$ cat config.mk
export PLATFORM = sky130hd
export DESIGN_NAME = puck_sequencer
export DESIGN_NICKNAME = d
export VERILOG_FILES = /design/src/rtl/air_hockey_pkg.sv /design/src/rtl/dist_sq.sv /design/src/rtl/puck_sequencer.sv
export SDC_FILE = /design/constraint.sdc
export NUM_CORES = 1
export LEC_CHECK = 0
export CORE_ASPECT_RATIO = 1.75
export CORE_MARGIN = 1.5
export CORE_UTILIZATION = 54
export CTS_CLUSTER_SIZE = 10
export DETAILED_ROUTE_END_ITERATION = 10
export MAX_ROUTING_LAYER = met4
export PLACE_DENSITY = 0.9
export SYNTH_ARGS = -nofsm -noshare
export SYNTH_HDL_FRONTEND = slang
export SYNTH_SLANG_ARGS = --single-unit
$ cat constraint.sdc
create_clock -name clk -period 9.9 [get_ports clk]
set_clock_uncertainty 0.15 [all_clocks]
set_input_delay 1.98 -clock clk [delete_from_list [all_inputs] [get_ports clk]]
set_output_delay 1.98 -clock clk [all_outputs]
set_load 0.05 [all_outputs]
$ cat src/rtl/air_hockey_pkg.sv
// rtl/air_hockey_pkg.sv - shared states, board geometry and field widths for the air-hockey datapath
package air_hockey_pkg;

    typedef enum logic [3:0] {
        IDLE, SERVE, PLAY, SNAP, WALL, D1X, D1Y, D2X, D2Y, APPLY, OVER
    } seq_state_e;

    localparam int COORD_W  = 10;
    localparam int SPD_W    = 4;
    localparam int DIR_W    = 1;
    localparam int SCORE_W  = 4;

    localparam int BRD_X0   = 194;
    localparam int BRD_X1   = 737;
    localparam int BRD_Y0   = 71;
    localparam int BRD_Y1   = 473;
    localparam int MOUTH_Y0 = 222;
    localparam int MOUTH_Y1 = 322;
    localparam int CENTER_X = 465;
    localparam int CENTER_Y = 272;

    function automatic logic [SPD_W-1:0] sat_inc(input logic [SPD_W-1:0] v,
                                                 input logic [SPD_W-1:0] max);
        return (v >= max) ? v : v + SPD_W'(1);
    endfunction

endpackage

$ cat src/rtl/dist_sq.sv
// rtl/dist_sq.sv - signed 11x11 squarer with a 22-bit clear/accumulate register
module dist_sq (
    input  logic        clk_i,
    input  logic        rst_i,
    input  logic [9:0]  a_i,
    input  logic [9:0]  b_i,
    input  logic        clr_i,
    input  logic        acc_i,
    output logic [21:0] sum_o
);
    logic signed [10:0] diff;
    logic [9:0]         mag;
    logic [20:0]        sq;
    logic [21:0]        sum_q;

    // |a-b| never exceeds 1023, so the magnitude fits 10 bits and its square 21 bits
    assign diff  = $signed({1'b0, a_i}) - $signed({1'b0, b_i});
    assign mag   = diff[10] ? 10'(-diff) : diff[9:0];
    assign sq    = 21'(mag) * 21'(mag);
    assign sum_o = sum_q;

    always_ff @(posedge clk_i) begin
        if (rst_i) begin
            sum_q <= '0;
        end else if (clr_i) begin
            sum_q <= 22'(sq);
        end else if (acc_i) begin
            sum_q <= sum_q + 22'(sq);
        end
    end
endmodule

$ cat src/rtl/puck_sequencer.sv
// rtl/puck_sequencer.sv - per-frame wall/goal/paddle evaluation and scoring; PUCK_SEQ_SPEEDUP_EN adds paddle speed-up
module puck_sequencer
    import air_hockey_pkg::*;
#(
    parameter int BOARD_X0     = BRD_X0,
    parameter int BOARD_X1     = BRD_X1,
    parameter int BOARD_Y0     = BRD_Y0,
    parameter int BOARD_Y1     = BRD_Y1,
    parameter int GOAL_Y0      = MOUTH_Y0,
    parameter int GOAL_Y1      = MOUTH_Y1,
    parameter int PUCK_R       = 10,
    parameter int HIT_R2       = 625,
    parameter int SERVE_SPD_X  = 3,
    parameter int SERVE_SPD_Y  = 2,
    parameter int MAX_SPD      = 15,
    parameter int SERVE_FRAMES = 30,
    parameter int WIN_SCORE    = 7
) (
    input  logic               clk,
    input  logic               rst,
    input  logic               tick,
    input  logic               start,
    input  logic [COORD_W-1:0] puck_x,
    input  logic [COORD_W-1:0] puck_y,
    input  logic [COORD_W-1:0] dot_x_1,
    input  logic [COORD_W-1:0] dot_y_1,
    input  logic [COORD_W-1:0] dot_x_2,
    input  logic [COORD_W-1:0] dot_y_2,
    output logic [SPD_W-1:0]   speed_x,
    output logic [SPD_W-1:0]   speed_y,
    output logic               dir_x,
    output logic               dir_y,
    output logic               load,
    output logic [COORD_W-1:0] load_x,
    output logic [COORD_W-1:0] load_y,
    output logic [SCORE_W-1:0] score_1,
    output logic [SCORE_W-1:0] score_2,
    output logic [1:0]         winner,
    output logic               vel_upd,
    output logic               busy
);
    localparam int CNT_W = $clog2(SERVE_FRAMES + 1);
`ifdef PUCK_SEQ_SPEEDUP_EN
    localparam logic SPEEDUP = 1'b1;
`else
    localparam logic SPEEDUP = 1'b0;
`endif

    seq_state_e         state_q, state_d;
    logic [CNT_W-1:0]   cnt_q, cnt_d;
    logic [COORD_W-1:0] px_q, py_q, p1x_q, p1y_q, p2x_q, p2y_q;
    logic [COORD_W-1:0] px_d, py_d, p1x_d, p1y_d, p2x_d, p2y_d;
    logic [SPD_W-1:0]   spd_x_q, spd_x_d, spd_y_q, spd_y_d;
    logic               dir_x_q, dir_x_d, dir_y_q, dir_y_d;
    logic               pdir_x_q, pdir_x_d, pdir_y_q, pdir_y_d;
    logic               hit1_q, hit1_d, load_q, load_d, vel_q, vel_d;
    logic [SCORE_W-1:0] sc1_q, sc1_d, sc2_q, sc2_d, nxt1, nxt2;
    logic [1:0]         win_q, win_d;

    logic [COORD_W-1:0] dist_a, dist_b;
    logic               dist_clr, dist_acc, hit_now;
    logic [21:0]        dist_sum;
    logic               left_c, right_c, top_c, bot_c, mouth;

    dist_sq u_dist (
        .clk_i(clk), .rst_i(rst), .a_i(dist_a), .b_i(dist_b),
        .clr_i(dist_clr), .acc_i(dist_acc), .sum_o(dist_sum)
    );

    // contact tests are done at 11 bits so puck_x + PUCK_R cannot wrap
    assign left_c  = {1'b0, px_q} <= 11'(BOARD_X0 + PUCK_R);
    assign right_c = ({1'b0, px_q} + 11'(PUCK_R)) >= 11'(BOARD_X1);
    assign top_c   = {1'b0, py_q} <= 11'(BOARD_Y0 + PUCK_R);
    assign bot_c   = ({1'b0, py_q} + 11'(PUCK_R)) >= 11'(BOARD_Y1);
    assign mouth   = (py_q >= 10'(GOAL_Y0)) && (py_q <= 10'(GOAL_Y1));
    assign hit_now = dist_sum < 22'(HIT_R2);
    assign nxt1    = (sc1_q >= 4'(WIN_SCORE)) ? sc1_q : sc1_q + 4'd1;
    assign nxt2    = (sc2_q >= 4'(WIN_SCORE)) ? sc2_q : sc2_q + 4'd1;

    always_comb begin
        state_d = state_q;  cnt_d = cnt_q;
        px_d = px_q;  py_d = py_q;  p1x_d = p1x_q;  p1y_d = p1y_q;  p2x_d = p2x_q;  p2y_d = p2y_q;
        spd_x_d = spd_x_q;  spd_y_d = spd_y_q;  dir_x_d = dir_x_q;  dir_y_d = dir_y_q;
        pdir_x_d = pdir_x_q;  pdir_y_d = pdir_y_q;  hit1_d = hit1_q;
        sc1_d = sc1_q;  sc2_d = sc2_q;  win_d = win_q;
        load_d = 1'b0;  vel_d = 1'b0;
        dist_a = px_q;  dist_b = p1x_q;  dist_clr = 1'b0;  dist_acc = 1'b0;
        case (state_q)
            IDLE, OVER: if (start) begin
                sc1_d = '0;  sc2_d = '0;  win_d = 2'b00;
                load_d = 1'b1;  dir_x_d = 1'b1;  cnt_d = '0;
                state_d = SERVE;
            end
            SERVE: if (tick) begin
                if (cnt_q == CNT_W'(SERVE_FRAMES - 1)) begin
                    spd_x_d = SPD_W'(SERVE_SPD_X);  spd_y_d = SPD_W'(SERVE_SPD_Y);
                    vel_d = 1'b1;  state_d = PLAY;
                end else begin
                    cnt_d = cnt_q + CNT_W'(1);
                end
            end
            PLAY: if (tick) state_d = SNAP;
            SNAP: begin
                px_d = puck_x;  py_d = puck_y;  p1x_d = dot_x_1;  p1y_d = dot_y_1;
                p2x_d = dot_x_2;  p2y_d = dot_y_2;
                state_d = WALL;
            end
            WALL: begin
                if (left_c && mouth) begin
                    sc2_d = nxt2;  spd_x_d = '0;  spd_y_d = '0;
                    if (nxt2 == 4'(WIN_SCORE)) begin
                        win_d = 2'b10;  state_d = OVER;
                    end else begin
                        load_d = 1'b1;  dir_x_d = 1'b1;  cnt_d = '0;  state_d = SERVE;
                    end
                end else if (right_c && mouth) begin
                    sc1_d = nxt1;  spd_x_d = '0;  spd_y_d = '0;
                    if (nxt1 == 4'(WIN_SCORE)) begin
                        win_d = 2'b01;  state_d = OVER;
                    end else begin
                        load_d = 1'b1;  dir_x_d = 1'b0;  cnt_d = '0;  state_d = SERVE;
                    end
                end else begin
                    pdir_x_d = left_c ? 1'b1 : (right_c ? 1'b0 : dir_x_q);
                    pdir_y_d = top_c  ? 1'b1 : (bot_c   ? 1'b0 : dir_y_q);
                    state_d  = D1X;
                end
            end
            D1X: begin dist_clr = 1'b1; state_d = D1Y; end
            D1Y: begin dist_a = py_q; dist_b = p1y_q; dist_acc = 1'b1; state_d = D2X; end
            D2X: begin
                // accumulator still holds paddle 1's sum on this cycle
                hit1_d = hit_now;  dist_b = p2x_q;  dist_clr = 1'b1;  state_d = D2Y;
            end
            D2Y: begin dist_a = py_q; dist_b = p2y_q; dist_acc = 1'b1; state_d = APPLY; end
            APPLY: begin
                if (hit1_q) begin
                    dir_x_d = px_q >= p1x_q;  dir_y_d = py_q >= p1y_q;
                end else if (hit_now) begin
                    dir_x_d = px_q >= p2x_q;  dir_y_d = py_q >= p2y_q;
                end else begin
                    dir_x_d = pdir_x_q;  dir_y_d = pdir_y_q;
                end
                if (SPEEDUP && (hit1_q || hit_now)) begin
                    spd_x_d = sat_inc(spd_x_q, SPD_W'(MAX_SPD));
                    spd_y_d = sat_inc(spd_y_q, SPD_W'(MAX_SPD));
                end
                vel_d = 1'b1;  state_d = PLAY;
            end
            default: state_d = IDLE;
        endcase
    end

    always_ff @(posedge clk) begin
        if (rst) begin
            state_q <= IDLE;  cnt_q <= '0;
            px_q <= '0;  py_q <= '0;  p1x_q <= '0;  p1y_q <= '0;  p2x_q <= '0;  p2y_q <= '0;
            spd_x_q <= '0;  spd_y_q <= '0;  dir_x_q <= 1'b1;  dir_y_q <= 1'b1;
            pdir_x_q <= 1'b1;  pdir_y_q <= 1'b1;  hit1_q <= 1'b0;
            load_q <= 1'b0;  vel_q <= 1'b0;  sc1_q <= '0;  sc2_q <= '0;  win_q <= 2'b00;
        end else begin
            state_q <= state_d;  cnt_q <= cnt_d;
            px_q <= px_d;  py_q <= py_d;  p1x_q <= p1x_d;  p1y_q <= p1y_d;  p2x_q <= p2x_d;  p2y_q <= p2y_d;
            spd_x_q <= spd_x_d;  spd_y_q <= spd_y_d;  dir_x_q <= dir_x_d;  dir_y_q <= dir_y_d;
            pdir_x_q <= pdir_x_d;  pdir_y_q <= pdir_y_d;  hit1_q <= hit1_d;
            load_q <= load_d;  vel_q <= vel_d;  sc1_q <= sc1_d;  sc2_q <= sc2_d;  win_q <= win_d;
        end
    end

    assign speed_x = spd_x_q;
    assign speed_y = spd_y_q;
    assign dir_x   = dir_x_q;
    assign dir_y   = dir_y_q;
    assign load    = load_q;
    assign load_x  = 10'(CENTER_X);
    assign load_y  = 10'(CENTER_Y);
    assign score_1 = sc1_q;
    assign score_2 = sc2_q;
    assign winner  = win_q;
    assign vel_upd = vel_q;
    assign busy    = state_q inside {SNAP, WALL, D1X, D1Y, D2X, D2Y, APPLY};
endmodule

-- Word level (Yosys, flattened, before mapping)
Index checks and enable logic that the tools add are counted.
- reductions and logical operators: 22
- $mul: 1
- bitwise logic cells: 2
- div/mod/pow operators: 0
- multiplexer cells: 67
- $lt $le $gt $ge: 13
- $add $sub $neg: 8
- shifts and indexed selects: 0
- eq/ne operators: 26
- operator list (kind ; number):
    $mux W4 ; 18
    $ge A10 B10 Y1 ; 4
    $mux W20 ; 2
    $pmux W4 S10 ; 1
    $mux W5 ; 7
    $pmux W4 S2 ; 4
    $pmux W10 S3 ; 1
    $eq A4 B3 Y1 const B ; 6
    $add A10 B4 Y11 const B ; 2
    $add A22 B20 Y22 ; 1
    $lt A22 B10 Y1 const B ; 1
    $mux W1 ; 22
    $mul A10 B10 Y20 ; 1
    $mux W10 ; 2
    $ne A2 B2 Y1 const B ; 8
    $ne A3 B3 Y1 const B ; 5
    $pmux W5 S3 ; 1
    $eq A4 B4 Y1 const B ; 3
    $reduce_and A4 Y1 ; 3
    $ge A11 B10 Y1 const B ; 1
    $ge A11 B9 Y1 const B ; 1
    $sub A10 B10 Y11 ; 1
    $ge A10 B8 Y1 const B ; 1
    $le A10 B7 Y1 const B ; 1
    other kinds (23) ; 42
- bits in read-only memories: 0
- memories: 0
- logic and storage cells: 161
- flip-flop bits (word level): 116
- bits in latches: 0
- input bits: 64
- output and inout bits: 43
- RAM bits: 0

-- Logic depth before layout (Yosys ltp)
- depth after elaboration: 10
- depth in mapped cells: 48
- mapped depth without buffers: 46

-- Hierarchy
Synthesis repeated with hierarchy kept, for this count alone.
- cells, all modules: 1431
- area, all modules: 11025.6 µm²
- modules (own cells, without submodules) (module ; area an instance (µm²) ; seq. area each (µm²) ; times used ; cells each):
    puck_sequencer ; 5646.7 ; 1741.7 ; 1 ; 757
    dist_sq ; 5378.9 ; 440.4 ; 1 ; 674

-- Least setup slack after synthesis
Ideal clock, no wire load.
- path kind: register to register
- start point: register state_q[3]
- end point: register u_dist.sum_q[17] (netlist: u_dist.sum_o[17])
- arrival time: 9.772 ns
- period minus slack after synthesis: 9.982 ns
- cell stages (with the launch flop): 45
- required time: 9.690 ns
- buffers on the path: 4
- setup time: 0.060 ns
- setup slack: -0.082 ns
- cells stage by stage: dfxtp_1 clkbuf_1 nand2b_1 nor3_1 or2_2 clkbuf_1 clkbuf_1 clkbuf_1 o21ai_0 nand2_1 o21ai_0 ha_1 nor2b_1 a221oi_1 o311ai_1 nor4_2 a21oi_1 xor2_1 (+9 left out) inv_1 ha_1 a21o_1 a21o_1 a21oi_1 nand4b_1 nor2_2 o31ai_4 xor2_1 ha_1 nand2_1 o21ai_0 a41oi_1 nor2_1 nand2_1 xor2_1 a2111oi_0 o311a_1
- longest elaborated chain between the ends: 10
- elaborated cells between the ends (all ways): 18
- those cells by class: add/sub: 3; mul: 1; eq/ne: 4; mux: 7; reduce/logical: 3
- RTL lines (what ; RTL line ; text):
    from (decl) ; puck_sequencer.sv:49 ; seq_state_e state_q, state_d;
    from (signal assigned) ; puck_sequencer.sv:162 ; state_q <= state_d; cnt_q <= cnt_d;
    $eq A4 B3 Y1 or $eq A4 B4 Y1 (tied branches) ; puck_sequencer.sv:88 ; case (state_q)
    $reduce_or A2 Y1 (no source line) ; -- ;
    $mux W10 ; puck_sequencer.sv:88 ;
    $sub A10 B10 Y11 ; dist_sq.sv:17 ; assign diff = $signed({1'b0, a_i}) - $signed({1'b0, b_i});
    $neg A10 Y10 ; dist_sq.sv:18 ; assign mag = diff[10] ? 10'(-diff) : diff[9:0];
    $mux W10 ; dist_sq.sv:18 ;
    $mul A10 B10 Y20 ; dist_sq.sv:19 ; assign sq = 21'(mag) * 21'(mag);
    $add A22 B20 Y22 ; dist_sq.sv:28 ; sum_q <= sum_q + 22'(sq);
    $mux W20 ; dist_sq.sv:27 ; end else if (acc_i) begin
    $mux W20 ; dist_sq.sv:25 ; end else if (clr_i) begin
    to (signal assigned) ; dist_sq.sv:26 ; sum_q <= 22'(sq);
    to (signal assigned) ; dist_sq.sv:28 ;
    to (decl) ; dist_sq.sv:14 ; logic [21:0] sum_q;
Parallel ways exist; a longest one is shown, timed or not. The select of a mux whose other input is x is not followed.
A chain may end at the register's enable or synchronous reset.

-- Worst setup path in the final report
- start point: register state_q[2]
- end point: register u_dist.sum_q[18] (netlist: u_dist.sum_o[18])
Same word-level chain as after synthesis.

==> reports/qor.yml <==
worstPathMaxFanout: 11
status: "complete, no violations"
tns_ns: 0
cap_violations: 0
coreArea_mm2: 0.0197
ys_warn_count: 0
worst_hold_path.endpoint: "p2x_q[1]$_SDFFE_PP0P_"
port_buffers: 81
min_path_type: "flip-flop to flip-flop"
max_freq_mhz: 103
drt_iter0_markers: 584
syn_area_mm2: 0.0108
drtAntennaViolNets: 0
hold_viol_final: 0
clock_path_buffers: 2
worst-setup-path-type: "flip-flop to flip-flop"
finalInstanceArea_mm2: 0.0128
synth_area_leader_cell: "dfxtp_1"
grt_start_max_net_pins: 87
path_clk_slew_ns: 0.07
worst_slew_pin_slew_ns: 1.14
cts_buffers: 9
rows: 68
grt_pass1_wl_um: 49200
synth_seq_cells: 109
dieHeight_um: 190
initial_core_util_pct: 54.9
place_ws_ns: -0.140
area_growth_pct: 18.2
vias_per_cell: 6.03
hold_depth: 2
die_area_mm2: 0.0209
placed_area_mm2: 0.0120
routed-via-count: 10700
dieWidth_um: 110
drc_errors: 0
finalSetupViolCount: 0
p_leak_nw: 5.62
grt.total_usage_pct: 30.8
drv_slew: 0
layout_commonest_cell: "nand2_1"
hold_path_startpoint: "p2x_q[1]$_SDFFE_PP0P_"
drtPass1Iterations: 7
wl_um: 31000
hpwlAfterDp_um: 23800
crit_path_end_kind: "flip-flop"
cts_tree: "yes"
cp_data_arrival_time_ns: 9.90
post-route-period-util_pct: 98.5
yosysSeqAreaShare_pct: 20.2
clock_latency_ns: 0.37
antenna_found_initial: 0
drive_gt1_share_pct: 10.2
rrSetupSlack_ns: 0.15
rr_worst_depth: 40
nets: 1759
cts-root-buf: "clkbuf_16"
wl_per_cell_um: 17.5
cts_sinks: 109
setup.worst_path.start_class: "flip-flop"
layout_common_cells: "nand2_1 (235), inv_1 (145), a21oi_1 (124), ha_1 (122), dfxtp_1 (107)"
ir_drop_mv: 0.210
io_pins: 107
slew-limit-headroom_pct: 24.3
synth_edf_count: 0
powerDensity_mw_per_mm2: 296
grt_overflow: 0
synth_cells: 1410
total_power_mw: 3.77
fin_crit_ns: 9.75
critPathRequiredTime_ns: 10.05
ys_types: 82
synth.area.top_cells: "dfxtp_1 (20%), ha_1 (15%), fa_1 (9.1%)"
avgSynthCellArea_um2: 7.65
first_global_vias: 10700
fillers: 1559
cts-hold-fix-buffers: 0
async_flop_share_pct: 0
n_antenna_cell: 0
r2r-end: "u_dist.sum_o[18]$_SDFFE_PP0P_"
cpPeakStageDelay_ns: 0.56
rr_startpoint: "state_q[2]$_SDFFE_PP0P_"
place.gp.congestion: 1.04
crit_slowest_cell: "fa_1"
final.setup.worst_slack_ns: 0.149
cts_max_level: 3
synthFlopType: "dfxtp_1"
synth_top_area_share_pct: 20.2
[power breakdown]
part / internal (mW) / total (mW) / switching, mW
clock network: 0.256 / 0.429 / 0.174
registers: 0.466 / 0.498 / 0.0322
logic: 1.17 / 2.84 / 1.67
total: 1.89 / 3.77 / 1.88
[layer usage]
metal / global-route usage (%) / up-vias / wire, µm / share of wire, %
li1: - / 5015 / - / -
met1: 29.0 / 5014 / 10200 / 33
met2: 55.1 / 451 / 16500 / 53
met3: 3.97 / 195 / 1470 / 4.8
met4: 23.1 / 0 / 2750 / 8.9
met5: - / - / 0 / 0
[cell type report]
| class | instances | area [µm²] | area share (%) |
|---|---|---|---|
| Clock buffer | 11 | 243 | 1.90 |
| Timing Repair Buffer | 152 | 1350 | 10.6 |
| Sequential cell | 109 | 2190 | 17.1 |
| Tap cell | 245 | 307 | 2.40 |
| Inverter | 147 | 552 | 4.33 |
| Clock inverter | 5 | 106 | 0.834 |
| Multi-Input combinational cell | 1100 | 8010 | 62.8 |
[cell usage after synthesis (11+ instances only)]
master    count
a21oi_1     132
nor2_1      105
a211oi_1     12
o21ai_0      53
nand2b_1     20
xnor2_1      33
nand3_1      21
ha_1        127
dfxtp_1     109
inv_1       145
a31oi_1      15
a21o_1       25
nor3_1       26
clkbuf_1     47
buf_4        28
o21a_1       13
o211ai_1     13
nor3b_1      11
xor2_1       22
fa_1         49
nand2_1     237
[cells by family after synthesis]
logic type	count (synthesis)	synth area share, %
and+or+nand+nor	481	19.9
AOI/OAI and AO/OA	355	21.8
buffers and inverters	224	8.78
adders and majority gates	176	23.8
DFF	109	20.2
xor gates and xnor gates	57	4.77
muxes	6	0.557
other	2	0.0696
[worst max-delay path by stage]
stage / slack [ns] / endpoint / startpoint
2_1_floorplan: 0.12 / u_dist.sum_o[17]$_SDFFE_PP0P_ / state_q[1]$_SDFFE_PP0P_
4_1_cts: -0.02 / u_dist.sum_o[17]$_SDFFE_PP0P_ / state_q[3]$_SDFFE_PP0P_
3_5_place_dp: -0.14 / u_dist.sum_o[17]$_SDFFE_PP0P_ / state_q[3]$_SDFFE_PP0P_
5_1_grt: -0.25 / u_dist.sum_o[18]$_SDFFE_PP0P_ / state_q[3]$_SDFFE_PP0P_
3_3_place_gp: 0.23 / u_dist.sum_o[17]$_SDFFE_PP0P_ / state_q[3]$_SDFFE_PP0P_
6_report: 0.15 / u_dist.sum_o[18]$_SDFFE_PP0P_ / state_q[2]$_SDFFE_PP0P_
[sequential cells by signal, indices dropped and copies added, names as in the netlist, 2 cells and up]
name / count
score_1: 4
p2y_q: 10
p1x_q: 10
score_2: 4
p2x_q: 10
px_q: 10
u_dist.sum_o: 22
py_q: 10
state_q: 4
winner: 2
cnt_q: 5
p1y_q: 10
[critical path: cells and delay by family, from the launching register on]
kind / cells / cell delay [ns]
AOI/OAI and AO/OA: 11 / 2.14
DFF: 1 / 0.37
xor gates and xnor gates: 3 / 0.49
adders and majority gates: 9 / 3.88
and+or+nand+nor: 9 / 1.74
muxes: 1 / 0.25
buffers and inverters: 7 / 0.67
[metrics by stage]
stage | utilization, % | cells | hold slack, ns
floorplan | - | 1433 | 0.296
detailed placement | 61.3 | 1738 | 0.322
CTS | 63.2 | 1754 | 0.332
global route | 64.9 | 1769 | 0.361
global placement | 61.3 | 1738 | 0.316
finish | 64.9 | 1769 | 0.335
[what timing repair did]
action | in CTS | in global routing
pin swaps | 0 | 37
endpoints found under the setup margin | 4 | 11
resized for setup | 5 | 54
setup buffers | 0 | 15
(Power assumes the default switching activity.)
